**config.mk**
```make
export PLATFORM = sky130hd
export DESIGN_NAME = alu
export DESIGN_NICKNAME = d
export VERILOG_FILES = /design/src/rtl/alu_pkg.sv /design/src/rtl/alu_adder.sv /design/src/rtl/alu.sv
export SDC_FILE = /design/constraint.sdc
export NUM_CORES = 1
export LEC_CHECK = 0
export CAP_MARGIN = 20
export CORE_ASPECT_RATIO = 0.8
export CORE_MARGIN = 1.5
export CORE_UTILIZATION = 38
export DETAILED_ROUTE_END_ITERATION = 12
export PLACE_DENSITY = 0.65
export SYNTH_ARGS = -nofsm -noshare
export SYNTH_HDL_FRONTEND = slang
export SYNTH_HIERARCHICAL = 1
export SYNTH_SLANG_ARGS = --single-unit
```
**constraint.sdc**
```tcl
create_clock -name clk -period 1.9 [get_ports clk]
set_input_delay 0.19 -clock clk [delete_from_list [all_inputs] [get_ports clk]]
set_output_delay 0.19 -clock clk [all_outputs]
set_load 0.02 [all_outputs]
```
**src/rtl/alu_pkg.sv**
```systemverilog
// Shared opcode encoding and flag bit positions for the execute-stage ALU.
package alu_pkg;

  typedef enum logic [1:0] {
    ALU_ADD = 2'b00,
    ALU_SUB = 2'b01,
    ALU_AND = 2'b10,
    ALU_OR  = 2'b11
  } alu_op_e;

  localparam int FLAG_N = 3;
  localparam int FLAG_Z = 2;
  localparam int FLAG_C = 1;
  localparam int FLAG_V = 0;

endpackage

```
**src/rtl/alu_adder.sv**
```systemverilog
// Single DW-bit adder shared by ADD and SUB; b arrives already inverted for SUB.
module alu_adder #(
  parameter int DW = 32
) (
  input  logic [DW-1:0] a,
  input  logic [DW-1:0] b,
  input  logic          cin,
  output logic [DW-1:0] sum,
  output logic          cout,
  output logic          ovf
);

  assign {cout, sum} = {1'b0, a} + {1'b0, b} + {{DW{1'b0}}, cin};

  // Signed overflow: like-signed inputs giving a result of the other sign.
  assign ovf = (a[DW-1] == b[DW-1]) && (sum[DW-1] != a[DW-1]);

endmodule

```
**src/rtl/alu.sv**
```systemverilog
// Execute-stage ALU with registered result (ADD/SUB/AND/OR).
// Define ALU_FLAGS_EN to add the registered {N,Z,C,V} flags port.
module alu
  import alu_pkg::*;
#(
  parameter int DW = 32
) (
  input  logic          clk,
  input  logic          rst,
  input  logic [DW-1:0] A,
  input  logic [DW-1:0] B,
  input  logic [1:0]    alu_control,
`ifdef ALU_FLAGS_EN
  output logic [3:0]    flags,
`endif
  output logic [DW-1:0] y
);

  logic          is_sub;
  logic [DW-1:0] b_mux;
  logic [DW-1:0] sum;
  logic [DW-1:0] y_next;

  // SUB is A + ~B + 1, so the opcode LSB doubles as invert select and carry-in.
  assign is_sub = alu_control[0];
  assign b_mux  = is_sub ? ~B : B;

`ifdef ALU_FLAGS_EN
  logic       cout;
  logic       ovf;
  logic [3:0] flags_next;

  alu_adder #(.DW(DW)) u_adder (
    .a    (A),
    .b    (b_mux),
    .cin  (is_sub),
    .sum  (sum),
    .cout (cout),
    .ovf  (ovf)
  );
`else
  alu_adder #(.DW(DW)) u_adder (
    .a    (A),
    .b    (b_mux),
    .cin  (is_sub),
    .sum  (sum),
    .cout (),
    .ovf  ()
  );
`endif

  always_comb begin
    y_next = sum;
    case (alu_op_e'(alu_control))
      ALU_ADD: y_next = sum;
      ALU_SUB: y_next = sum;
      ALU_AND: y_next = A & B;
      ALU_OR:  y_next = A | B;
      default: y_next = sum;
    endcase
  end

`ifdef ALU_FLAGS_EN
  // Carry and overflow only mean something for the arithmetic ops.
  always_comb begin
    flags_next         = '0;
    flags_next[FLAG_N] = y_next[DW-1];
    flags_next[FLAG_Z] = (y_next == '0);
    flags_next[FLAG_C] = ~alu_control[1] & cout;
    flags_next[FLAG_V] = ~alu_control[1] & ovf;
  end

  always_ff @(posedge clk or posedge rst) begin
    if (rst) flags <= '0;
    else     flags <= flags_next;
  end
`endif

  always_ff @(posedge clk or posedge rst) begin
    if (rst) y <= '0;
    else     y <= y_next;
  end

endmodule

```
# Word level (Yosys, flattened, before mapping)
# Cells that the tools add are included.
word_totals:
  ff_bits: 32
  inputBits: 68
  output_inout_bits: 32
  word_cells: 13
op_classes:
  addsub: 2
  eq_ne: 3
  mux: 2
  bitwise: 3
  n_reduce_logical: 2
op_table:
  columns: ["operator", "count"]
  rows:
  - ["32-bit case mux with 3 select lines", 1]
  - ["32-bit by 1-bit adder with 32-bit output", 1]
  - ["32-bit adder", 1]
  - ["32-bit AND", 1]
  - ["32-bit 2-to-1 mux", 1]
  - ["32-bit inverter", 1]
  - ["32-bit OR", 1]
  - ["2-bit equality test, second input constant", 2]
  - ["2-bit by 1-bit equality test with 1-bit output, second input constant", 1]
  - ["2-bit zero test", 1]
  - ["2-bit OR reduction", 1]

# Logic depth before layout (Yosys ltp)
# Gate-level depths: netlist of the first run.
depth:
  word_depth: 5
  mapped_depth: 14
  mapped_depth_nobuf: 11

# By module
# Netlist of the first run, hierarchy kept.
modules_own_cells:
  columns: ["mod", "n_inst", "cells_each", "area_per_inst_um2", "seq_area_each_um2"]
  rows:
  - ["alu", 1, 211, 1875.5, 800.8]
  - ["alu_adder", 1, 263, 1830.5, 0.0]

# Worst setup path after synthesis of the first run
# Ideal clock, no wire load.
synth_path:
  kind: "input port to flip-flop"
  from: "input alu_control[0]"
  to: "register y[28]"
  setup_time_ns: 0.082
  arrival_ns: 3.008
  t_required_ns: 1.818
  slack_ns: -1.190
  stages: 13
  n_path_buf: 2
  cell_sequence: "buf_6 > buf_4 > xor2_1 > fa_1 > fa_1 > a21o_1 > a221o_1 > a21oi_4 > nor3_1 > or4_1 > nand3_1 > inv_1 > o22ai_1"
synth_via:
  elab_chain_len: 4
  word_cells_on_any_way: 9
  cone_classes: "add/sub (2); eq/ne (3); mux (2); reduce/logical (2)"
synth_lines:
  columns: ["item", "line_no", "text"]
  rows:
  - ["from (decl)", "alu.sv:12", "input logic [1:0] alu_control,"]
  - ["32-bit 2-to-1 mux", "alu.sv:26", "assign b_mux = is_sub ? ~B : B;"]
  - ["net b_mux[0]", "alu.sv:20", "logic [DW-1:0] b_mux;"]
  - ["32-bit adder", "alu_adder.sv:13", "assign {cout, sum} = {1'b0, a} + {1'b0, b} + {{DW{1'b0}}, cin};"]
  - ["32-bit by 1-bit adder with 32-bit output", "alu_adder.sv:13", null]
  - ["net sum[28]", "alu.sv:21", "logic [DW-1:0] sum;"]
  - ["32-bit case mux with 3 select lines", "alu.sv:54", "case (alu_op_e'(alu_control))"]
  - ["net y_next[28]", "alu.sv:22", "logic [DW-1:0] y_next;"]
  - ["to (signal assigned)", "alu.sv:81", "else y <= y_next;"]
  - ["to (decl)", "alu.sv:16", "output logic [DW-1:0] y"]
# The timed path passes the listed nets, and every way through them passes these cells.

# Final worst setup path of the first run
layout_path:
  from: "input B[0]"
  to: "register y[16]"
layout_via:
  elab_chain_len: 5
layout_lines:
  columns: ["item", "line_no", "text"]
  rows:
  - ["from (decl)", "alu.sv:11", "input logic [DW-1:0] B,"]
  - ["32-bit inverter", "alu.sv:26", null]
  - ["32-bit 2-to-1 mux (*)", "alu.sv:26", null]
  - ["net b_mux[0]", "alu.sv:20", null]
  - ["32-bit adder (*)", "alu_adder.sv:13", null]
  - ["32-bit by 1-bit adder with 32-bit output (*)", "alu_adder.sv:13", null]
  - ["net sum[16]", "alu.sv:21", null]
  - ["32-bit case mux with 3 select lines (*)", "alu.sv:54", null]
  - ["net y_next[16]", "alu.sv:22", null]
# Mark *: on every way through the listed nets, which the timed path passes. The rest lies on a longest branch.

==> results of run 1 <==
## tightest hold or removal path: stages
cell and delay [ns]:
dlymetal6s2s_1 0.12, a21oi_1 0.05, o22ai_1 0.12
## area by class of cell
class | count | area (um^2)
inverter | 43 | 161
multi-input combinational | 367 | 3110
clock inverter | 3 | 18.8
timing repair buffer | 261 | 2400
sequential | 32 | 801
fill | 639 | 2430
clock buffer | 5 | 125
tap | 115 | 144
## power groups by stage
stage / clock (uW) / sequential (uW) / combinational [uW]
floorplan: 0 / 1030 / 1120
global placement: 0 / 862 / 2390
detailed placement: 0 / 862 / 2430
CTS: 833 / 850 / 2700
global route: 874 / 860 / 3230
finish: 833 / 850 / 3050
## through the flow
stage / area, um^2 / cells / worst slack [ns]
3_5_place_dp: 5620 / 781 / -1.34
6_report: 6760 / 826 / -0.742
4_1_cts: 6260 / 807 / -0.732
5_1_grt: 6760 / 826 / -0.849
3_3_place_gp: 5620 / 781 / -1.30
2_1_floorplan: 3720 / 466 / -0.938
## worst max path at each step
stage | end | slack (ns) | depth (start not counted) | start
finish | y[16] | -0.74 | 13 | B[0]
global route | y[16] | -0.85 | 13 | B[0]
CTS | y[28] | -0.73 | 12 | alu_control[0]
detailed placement | y[30] | -1.34 | 12 | B[0]
global placement | y[30] | -1.30 | 12 | B[0]
floorplan | y[28] | -0.94 | 13 | alu_control[0]
## timing repair
| item | in CTS | in global routing |
|---|---|---|
| pin swaps | 43 | 63 |
| gates resized for setup | 81 | 74 |
| cloned | 2 | 2 |
| setup buffers | 16 | 20 |
| endpoints found under the setup margin | 28 | 27 |
| hold buffers | 0 | 0 |
## metal layers
layer,part of all wire [%],vias up,global-route usage (%)
li1,-,2172,-
met1,45,2244,38.5
met2,47,204,41.8
met3,6.7,26,1.74
met4,1.4,0,5.17
met5,0,-,0
==> impl_summary.md, run 1 <==
Power and ir drop
The static leakage power is approximately 0.0032 uW. Cell internal power was estimated by the tool at 2840 uW. Of the total power, combinational logic draws 64.4%. The clock share of power is between 10% and 20%. Summing internal, switching and leakage power gives ~4700 uW. The part of the total power dissipated in sequential elements is 18.0%. Of the total power, the share spent switching nets is ~40%. Summed over all nets, the switching power comes to 1890 uW. In this run the power density over the cells is ~700 nW/um^2.

The largest voltage drop on the vdd net is between 300 and 400 uV.

Placed design
Buffers placed on the I/O ports in this run total between 90 and 100. The detailed placer's ending HPWL is a little under 10,000 um. The weighted congestion reported at the end of routability-driven placement is roughly 0.9.

Hold path
The path with the worst hold slack has its endpoint at y[3]. The number of cells traversed by the worst hold path is 3. The class of the worst hold path is in -> reg. The origin of the worst min-delay path is A[3].

Drt
The via count is around 4,600. Using the TritonRoute via totals, the vias-per-cell ratio works out to 5.62. After detailed routing, the average wire length per cell comes to around 18 um.

The detailed router finished its first iteration with between 300 and 400 violations. The number of remaining DRC errors is 0. Once detail routing completed, the nets flagged for antenna violations numbered 0. The first detailed-routing pass ran for 5 iterations. The final layout contains routed wiring with a total length of about 15,000 um.

Cells and area
The register with the most flip-flops is y. The repair_antennas step left the layout with diodes totalling 0. Relative to the synthesized area, the layout overhead comes to 84.8%. The net count reported at finish is between 800 and 900. Leaving out fill and tap cells, the most frequent cell in the layout is buf_4. In the layout the commonest cells are 139 x buf_4, 73 x clkdlybuf4s50_1, 48 x a21oi_1.

The number of flip-flops in the largest register is 32. The utilization after layout is 73.5%. The largest registers in the layout are y (32). The post-route netlist has a little under two fifths of its cells at a drive strength greater than 1.

Critical path
The nature of the critical path startpoint is a primary input. The largest single stage delay on the critical path is 0.43 ns. In this run the worst path has a maximum fanout of 3. The cell family with the largest share of critical-path delay is compound AO/OA/AOI/OAI gates. Counting stages on the worst path, the most repeated cell is fa_2. The endpoint kind of the worst setup timing path is a register. The critical path data arrival time is around 2.8 ns. The critical path goes through buf_8 -> xor2_2 -> fa_2 -> fa_2 -> a21o_1 -> a221o_1 -> a21oi_4 -> buf_6 -> o21ai_2 -> a21boi_1 -> xnor2_1 -> inv_1 -> o22ai_1. Among all stages on the critical path, the largest delay is contributed by a221o_1. The number of buffer and inverter instances along the worst setup path is 3. The path type of the worst setup path is in -> reg. For the worst setup path, the data required time is 2.10 ns.

Clock tree
Clock-pin slew was measured on the worst setup and hold paths at approximately 0.060 ns. Clock tree synthesis found a total of 32 sinks. The TritonCTS clock tree is built. Buffers inserted during clock tree synthesis total 5. The tree is rooted in a clkbuf_16.

The clock passes through at most 2 buffers. In this run the number of H-tree levels came out at 2.

Floorplan
The row count is 31. The core area is ~9000 um^2. The die span in x is about 110 um. The die footprint is roughly 10,000 um^2. Once the floorplan was initialized, standard cells occupied about two fifths of the core. The die is slightly above 90 um tall. 100 I/O pins were placed.

Status
The final reports fail on setup timing. The run finished, with violations left.

STA
Setup repair after global routing could not meet its margin everywhere. The maximum frequency from static timing analysis is approximately 0.38 GHz. The time the final worst path needs with I/O delays and setup is between 2 and 3 ns. The period utilization is 139%. Summed over all failing endpoints, the final setup total negative slack is -12.50 ns.

The worst-margin pin slew is 0.464 ns. The worst pin sits at a relative slew slack of about 69%. The final count of pins violating max slew was 0. Setup violations remaining at the end of the flow were counted as 25. Hold is met by between 0.2 and 0.25 ns. The final number of hold-violating endpoints is 0. The worst setup margin is -0.742 ns.

Global routing
The total track usage is 26.1%. The number of global-route vias before repair came to about 4,400. Entering global routing, the biggest net connects 36 pins. The first global-routing pass estimated around 22,000 um of wire.

For this run the aggregate overflow at the end of global routing stands at 0. The number of antenna violations at the first check in global routing is 0.

Logic synthesis
The net count after synthesis is around 570. During synthesis, Yosys emitted a total of 6 warnings. The synthesized netlist occupies a cell area of approximately 3700 um^2. After synthesis, the mean cell area works out to 7.85 um^2. The cell count after synthesis is 466.

Run
The number of maximum-capacitance constraint violations is 0.
No activity file was read; power rests on OpenSTA's default activity.
==> run 2, diff against run 1 <==
CORE_UTILIZATION = 54   (was 38)
PLACE_DENSITY = 0.88   (was 0.65)
==> run 2 against run 1 <==
Net effect: the run now fails in global routing; synthesized cell count unchanged; area after synthesis unchanged.
==> impl_summary.md, run 2 <==
Status
The run stopped with a tool error. The run ended at global routing. The tool reported: "[ERROR DPL-0038] Utilization greater than 100%, impossible to legalize".

Placed design
The detailed placer's ending HPWL is 10,400 um (+6.8%). The count of buffers inserted at the top-level ports is 99 (unchanged). The weighted congestion reported at the end of routability-driven placement was 0.936 (+1.2%). The number of placed instances, taps included is 739 (-5.4%).

Floorplan
The chip height is 76.6 um (-16%). The die span in x is 95.0 um (-16%). The number of top-level pins is 100 (unchanged).

The starting density of the core is 56.5% (+17 points). The row count was 26 (-16%).

Clock tree
The H-tree level count is 2 (unchanged). The number of buffers on the longest clock path came to 2 (unchanged). The cell sitting at the root of the clock tree is a clkbuf_8.

The TritonCTS buffer count is 5 (unchanged).

Logic synthesis
The post-synthesis area per instance is 7.85 um^2 (unchanged). The net count after synthesis is 567 (unchanged). The cell count after synthesis was 466 (unchanged). The post-synthesis instance area is 3660 um^2 (unchanged).

The number of warning messages in the yosys log is 6 (unchanged).

STA
The worst endpoint after global-route timing repair is y[30]$_DFF_PP0_/D. The kind of the worst endpoint is a sequential cell input.

Global routing
The maximum number of pins on one net before global-route repair is 33.
## run 2: timing repair
item	CTS
cloned	1
setup endpoints to repair	28
hold endpoints to repair	0
hold buffers	0
pin swaps	27
gates resized for setup	50
buffers inserted	15
## run 2: stage by stage
| step | util [%] | instance area, um^2 | hold slack (ns) | worst slack, ns |
|---|---|---|---|---|
| after global placement | 85.3 | 5530 | 0.617 | -1.29 |
| after detailed placement | 85.3 | 5530 | 0.635 | -1.40 |
| after CTS | 91.6 | 5930 | 0.237 | -0.743 |
| after floorplan | - | 3720 | 0.306 | -0.938 |
==> run 3, diff against run 2 <==
CORE_ASPECT_RATIO = default   (was 0.8)
CORE_UTILIZATION = 40   (was 54)
PLACE_DENSITY = default   (was 0.88)
PLACE_DENSITY_LB_ADDON = 0.15   (was default)
==> run 3 against run 2 <==
Net effect: the flow now finishes, with violations (DRC, setup timing).
==> impl_summary.md, run 3 (synthesized netlist as in run 1, its figures left out) <==
Status
The flow ran to the end, but the final reports show violations. The checks that failed: DRC, setup timing.

STA
The max-slew headroom at the worst pin is a little under two thirds. Setup repair after global routing could not meet its margin everywhere. Once routing completed, OpenROAD measured the worst setup slack at -0.719 ns. Based on the critical path, the design can be clocked at up to ~0.38 GHz. The worst path in the final design needs a cycle of 2.62 ns, including I/O delays and setup. The final count of pins violating max slew came to 0. Hold timing on the final database bottoms out at a slack of 0.237 ns. The period utilization is 138%. The worst-margin pin slew is approximately 0.54 ns. The final number of hold-violating endpoints is 0. Setup violations remaining at the end of the flow were counted as 25.

Power and ir drop
The ratio of total power to cell area is 672 nW/um^2. IR analysis of the VDD net gives a maximum drop of approximately 360 uV. The analysis attributes to cell leakage a power of about 0.003 uW.

Global routing
The total overflow left after global routing is 0. The maximum number of pins on one net before global-route repair is 36. The wire length of the first global-routing pass is around 21,000 um. The number of antenna violations at the first check in global routing is 0. The number of global-route vias before repair was between 4,000 and 5,000. The total track usage is between 20% and 30%.

Critical path
The worst setup path is captured at a register. The path type of the worst setup path is in -> reg. The number of buffer and inverter instances along the worst setup path is 2.

Walking the worst path, the cells encountered are buf_8 -> xor2_2 -> fa_2 -> fa_2 -> a21o_1 -> a221o_2 -> a21oi_4 -> nor3_4 -> or4_1 -> nand3_1 -> inv_1 -> o22ai_2. The worst setup path is launched from a primary input. By instance count, the cell type seen most on the critical path is fa_2.

Of all nets on the critical path, the largest fanout is 3. In this design, the stage delay of the slowest critical-path cell is 0.43 ns. STA puts the critical path data arrival time at around 2.8 ns. The data required time at the worst endpoint is between 2 and 2.5 ns. The cell family with the largest share of critical-path delay is compound AO/OA/AOI/OAI gates. On the critical path, the stage with the largest delay is an instance of a221o_2.

Clock tree
The TritonCTS buffer count came to 5 (unchanged). TritonCTS built the clock tree. The number of buffers on the longest clock path is 2 (unchanged). Clock-pin slew was measured on the worst setup and hold paths at around 0.07 ns. The tree is rooted in a clkbuf_8. The H-tree level count came to 2 (unchanged). The tree built by TritonCTS fans out to 32 sinks.

Cells and area
The net count reported at finish is between 800 and 900. The number of antenna repair diodes is 0. For this run, the number of standard cells in the final layout without fillers is 808. The utilization after layout is approximately 73%. The total non-filler cell area in the finished layout is 6440 um^2. In the layout the commonest cells are 133 x buf_4, 80 x clkdlybuf4s50_1, 54 x a21oi_1. The proportion of layout cells with a drive suffix above 1 is between 30% and 40%. The library cell used most frequently in the layout, excluding fill and tap cells, is buf_4.

Ranked by flip-flop count, first place goes to y. After filler insertion, the fill cell instance count of the layout stands at roughly 710. The number of flip-flops in the largest register is 32. The largest registers in the layout are y (32). The layout overhead on the synthesized area is 76.2%.

Drt
The via count is about 4,500. The number of remaining DRC errors is 8. Once detail routing completed, the nets flagged for antenna violations numbered 0. After detailed routing, the total wire length is around 13,000 um.

For this block, the initial DRC count from the detailed router was 200. The pre-antenna-repair detailed-routing pass consisted of 8 iterations. In the routed layout, each cell is associated on average with a via count of 5.51.

After detailed routing, the average wire length per cell comes to ~17 um.

Placed design
The detailed placer's ending HPWL was 9190 um (-12%). The count of buffers inserted at the top-level ports was 99 (unchanged). The number of placed instances, taps included came to 771 (+4.3%). The weighted congestion reported at the end of routability-driven placement is 0.919 (-1.7%). The placed standard-cell area is 5580 um^2 (+0.95%).

Floorplan
The row count came to 34 (+31%). The starting density of the core is 41.5% (-15 points). The die span in x came to 98.6 um (+3.8%). The chip height is 98.6 um (+29%). The number of top-level pins is 100 (unchanged).

The die covers a little under 10,000 um^2. The region available for standard cell placement spans a little under 9000 um^2.

Hold path
The tightest min-delay check is of the in -> reg type.

Run
The tool flagged a number of max-cap violations equal to 0.
run 3: area by class of cell:
type,instances,area [um^2],share of cell area (%)
Timing Repair Buffer,251,2300,35.6
Multi-Input combinational cell,367,2950,45.8
Inverter,43,161,2.50
Sequential cell,32,801,12.4
Clock buffer,7,96.3,1.50
Tap cell,108,135,2.10
run 3: stage by stage:
step | power [uW] | setup TNS [ns] | setup slack, ns
floorplan | 2160 | -15.62 | -0.938
global placement | 3230 | -27.13 | -1.33
detailed placement | 3260 | -28.44 | -1.36
CTS | 4160 | -14.35 | -0.759
global route | 4590 | -15.78 | -0.810
finish | 4330 | -13.42 | -0.719
run 3: layer usage:
metal / part of all wire [%] / vias to the layer above / global-route usage, %
met5: 0 / - / 0
met4: 2.1 / 0 / 5.27
met3: 5.2 / 24 / 3.19
met2: 49 / 132 / 46.8
met1: 44 / 2138 / 35.5
li1: - / 2158 / -
run 3: final timing paths:
kind	to	cells after the start	start	slack, ns
min	y[0]	3	B[0]	0.24
max in group asynchronous	y[10]	3	rst	1.25
min in group asynchronous	y[16]	3	rst	0.32
max	y[28]	12	B[0]	-0.72
run 3: what timing repair did:
| item | CTS | global route |
|---|---|---|
| pin swaps | 50 | 61 |
| hold buffers | 0 | 0 |
| setup buffers | 27 | 6 |
| gates resized for setup | 74 | 58 |
| cloned | 2 | 1 |
| endpoints found under the setup margin | 28 | 27 |
run 3: power by group:
part	total (uW)	internal [uW]	leakage (uW)	switching, uW
logic	2870	1470	0.00261	1400
clock network	611	324	0.0000503	288
registers	849	809	0.000385	39.8
run 3: tightest hold or removal path: stages:
cell	delay [ns]
buf_8	0.08
o21ai_0	0.07
o22ai_1	0.12
==> run 4, diff against run 3 <==
PLACE_DENSITY = 0.79   (was default)
PLACE_DENSITY_LB_ADDON = default   (was 0.15)
==> run 4 against run 3 <==
Net effect: the flow still finishes with violations (DRC, setup timing); highest routed layer unchanged; combinational power down 4%; die area unchanged; non-clock buffer count down 19; largest power group unchanged; critical endpoint is now y[16]; sequential power about the same; utilization down 3.2 points.
==> impl_summary.md, run 4 (synthesized netlist as in run 1, its figures left out) <==
STA
The count of final setup violators is 27 (+8.0%). The worst hold slack is 0.207 ns (-0.0292 ns). The maximum frequency from static timing analysis was 0.381 GHz (-0.33%). The worst setup margin is -0.727 ns (-0.00858 ns). The final count of pins violating max slew came to 0 (unchanged). The final number of hold-violating endpoints was 0 (unchanged). The total negative setup slack is -15.64 ns (-2.22 ns). The max-slew headroom at the worst pin is 68.1% (+4.1 points). Setup repair after global routing could not meet its margin everywhere. The period utilization is 138% (+0.45 points). The time the final worst path needs with I/O delays and setup is 2.63 ns (+0.00858 ns). The worst-margin pin slew is 0.478 ns (-0.0621 ns).

Drt
The detailed-routing iteration count for the pre-antenna-repair pass is 9 (+1). The number of remaining DRC errors is 11 (+3). The average detailed-routed wire length per instance was 17.2 um (+3.5%).

The wire length reported by the detailed router was 13,600 um (+1.1%). The detail-routed via count per cell came to 5.70 (+3.4%). The via count was 4,495 (+0.97%).

The count of antenna-violating nets left after detailed routing was 0 (unchanged). The DRC marker count from the first detailed-route iteration is 323 (+62%).

Power and ir drop
The total power after layout is 4230 uW (-2.3%). The static leakage power came to 0.00284 uW (-6.8%). The largest voltage drop on the vdd net is 447 uV (+23%). The ratio of total power to cell area is 687 nW/um^2 (+2.2%).

Cells and area
Leaving out fill and tap cells, the most frequent cells in the layout are 115 x buf_4, 86 x clkdlybuf4s50_1, 51 x a21oi_1. The layout overhead on the synthesized area is 68.4%. The total non-filler cell area in the finished layout is 6160 um^2 (-4.4%). The proportion of layout cells with a drive suffix above 1 is 30.7% (-3.2 points).

y holds more flip-flops than any other register. The net count reported at finish is 782 (-2.4%). The largest registers in the layout are y (32).

The footprint of the multi-input gates is 2880 um^2 (-2.4%). The area used by sequential logic in the layout was 801 um^2 (unchanged). The number of antenna repair diodes is 0 (unchanged).

The leading cell type in the layout, fill and taps excluded is buf_4. The number of flip-flops in the largest register was 32 (unchanged). The number of fillers in the final layout is 656 (-7.9%).

Global routing
The wire length of the first global-routing pass came to 20,100 um (-4.4%). The total track usage was 25.2% (-1.5 points). The maximum number of pins on one net before global-route repair is 35 (-2.8%).

The overall overflow remaining after global route is 0 (unchanged). The number of antenna violations at the first check in global routing was 0 (unchanged). The number of global-route vias before repair is 4,284 (-3.4%).

Critical path
Among the stages of the critical path, the cell type that occurs most often is fa_2. The instance count on the critical path is 13 (+1). The critical path ends at y[16]. The data required time at the worst endpoint is 2.11 ns (about the same). The slowest stage of the critical path belongs to the cell a221o_2. The worst setup path is launched from a primary input. In this run the worst setup path begins at alu_control[0]. The endpoint kind of the worst setup timing path is a register.

The peak per-stage delay on the critical path came to 0.43 ns (about the same). Walking the worst path, the cells encountered are buf_8 -> xor2_2 -> fa_2 -> fa_2 -> a21o_1 -> a221o_2 -> a21oi_4 -> buf_6 -> o21ai_1 -> a21boi_1 -> xnor2_1 -> inv_1 -> o22ai_1. The number of buffer and inverter instances along the worst setup path is 3 (+1). The cell family with the largest share of critical-path delay is compound AO/OA/AOI/OAI gates. The worst setup path is of the in -> reg kind. The biggest fanout along the worst timing path came to 4 (+1). The critical path data arrival time came to 2.84 ns (about the same).

Clock tree
The number of clock sinks seen by CTS is 32 (unchanged). The clock input transition at the sequential cells of the worst setup and hold paths was 0.07 ns (about the same). TritonCTS built the clock tree. CTS placed an instance of clkbuf_8 at the clock tree root. The H-tree level count was 2 (unchanged). The number of buffers inserted for hold repair after clock tree synthesis is 0 (unchanged).

The number of buffers on the longest clock path is 2 (unchanged). The TritonCTS buffer count came to 5 (unchanged).

Placed design
The detailed placer's ending HPWL came to 9000 um (-2.1%). The placed standard-cell area was 5450 um^2 (-2.3%). The post-placement setup slack is -1.33 ns (+0.0282 ns). The count of buffers inserted at the top-level ports is 99 (unchanged). The weighted congestion reported at the end of routability-driven placement is 0.916 (-0.40%).

Floorplan
The row count is 34 (unchanged). The chip height is 98.6 um (unchanged). The die footprint is 9730 um^2 (unchanged).

The core area is 8810 um^2 (unchanged). The number of top-level pins is 100 (unchanged). The die span in x is 98.6 um (unchanged). The starting density of the core is 41.5% (unchanged).

Status
The flow ran to the end, but the final reports show violations. The final reports fail on DRC, setup timing.

Run
The number of maximum-capacitance constraint violations came to 0 (unchanged).

Hold path
The class of the worst hold path is in -> reg.
-- run 4: cell count changes in the layout (fill, tap and decap cells not counted), moves of 4 or more --
cell | previous run | this run
buf_4 | 133 | 115
clkdlybuf4s50_1 | 80 | 86
dlymetal6s2s_1 | 9 | 3
buf_6 | 13 | 17
nand2_1 | 22 | 26
nand2_2 | 6 | 2
-- run 4: final cells by class --
cell class              count  share of cell area [%]
clock buffers               7                    1.56
inverters                  43                    2.62
multi-input cells         367                    46.8
flip-flops and latches     32                    13.0
well taps                 108                    2.19
repair buffers            232                    33.8
-- run 4: worst min-delay path by stage --
stage / start / to / slack [ns] / depth (start not counted)
after floorplan: rst / y[0] / 0.31 / 1
after global placement: alu_control[0] / y[0] / 0.55 / 3
after detailed placement: alu_control[0] / y[0] / 0.56 / 3
after CTS: B[0] / y[0] / 0.26 / 3
after global routing: B[0] / y[0] / 0.27 / 3
final: B[0] / y[0] / 0.21 / 3
-- run 4: tightest hold or removal path, stage by stage --
cell and delay, ns:
buf_6 0.08, a21oi_1 0.06, o22ai_1 0.11
-- run 4: what timing repair did --
item,4_1_cts,5_1_grt
setup buffers,16,12
gates resized for setup,57,47
setup endpoints to repair,28,27
gates cloned,1,0
pin swaps,40,40
-- run 4: per-layer routing --
layer / vias to the layer above / share of wire [%] / GRT usage [%]
li1: 2116 / - / -
met5: - / 0 / 0
met4: 0 / 2.8 / 4.62
met1: 2143 / 41 / 32.8
met3: 35 / 6.3 / 3.62
met2: 201 / 50 / 44.9
-- run 4: where the power goes --
part           internal, uW  switching [uW]  total, uW
sequential              810            40.8        850
combinational          1370            1380       2760
clock                   324             297        620
total                  2510            1720       4230
-- run 4: stage by stage --
stage               util, %  instances
CTS                    66.8        778
global placement       61.9        754
floorplan                 -        466
detailed placement     61.9        754
finish                 69.9        789
global route           69.9        789
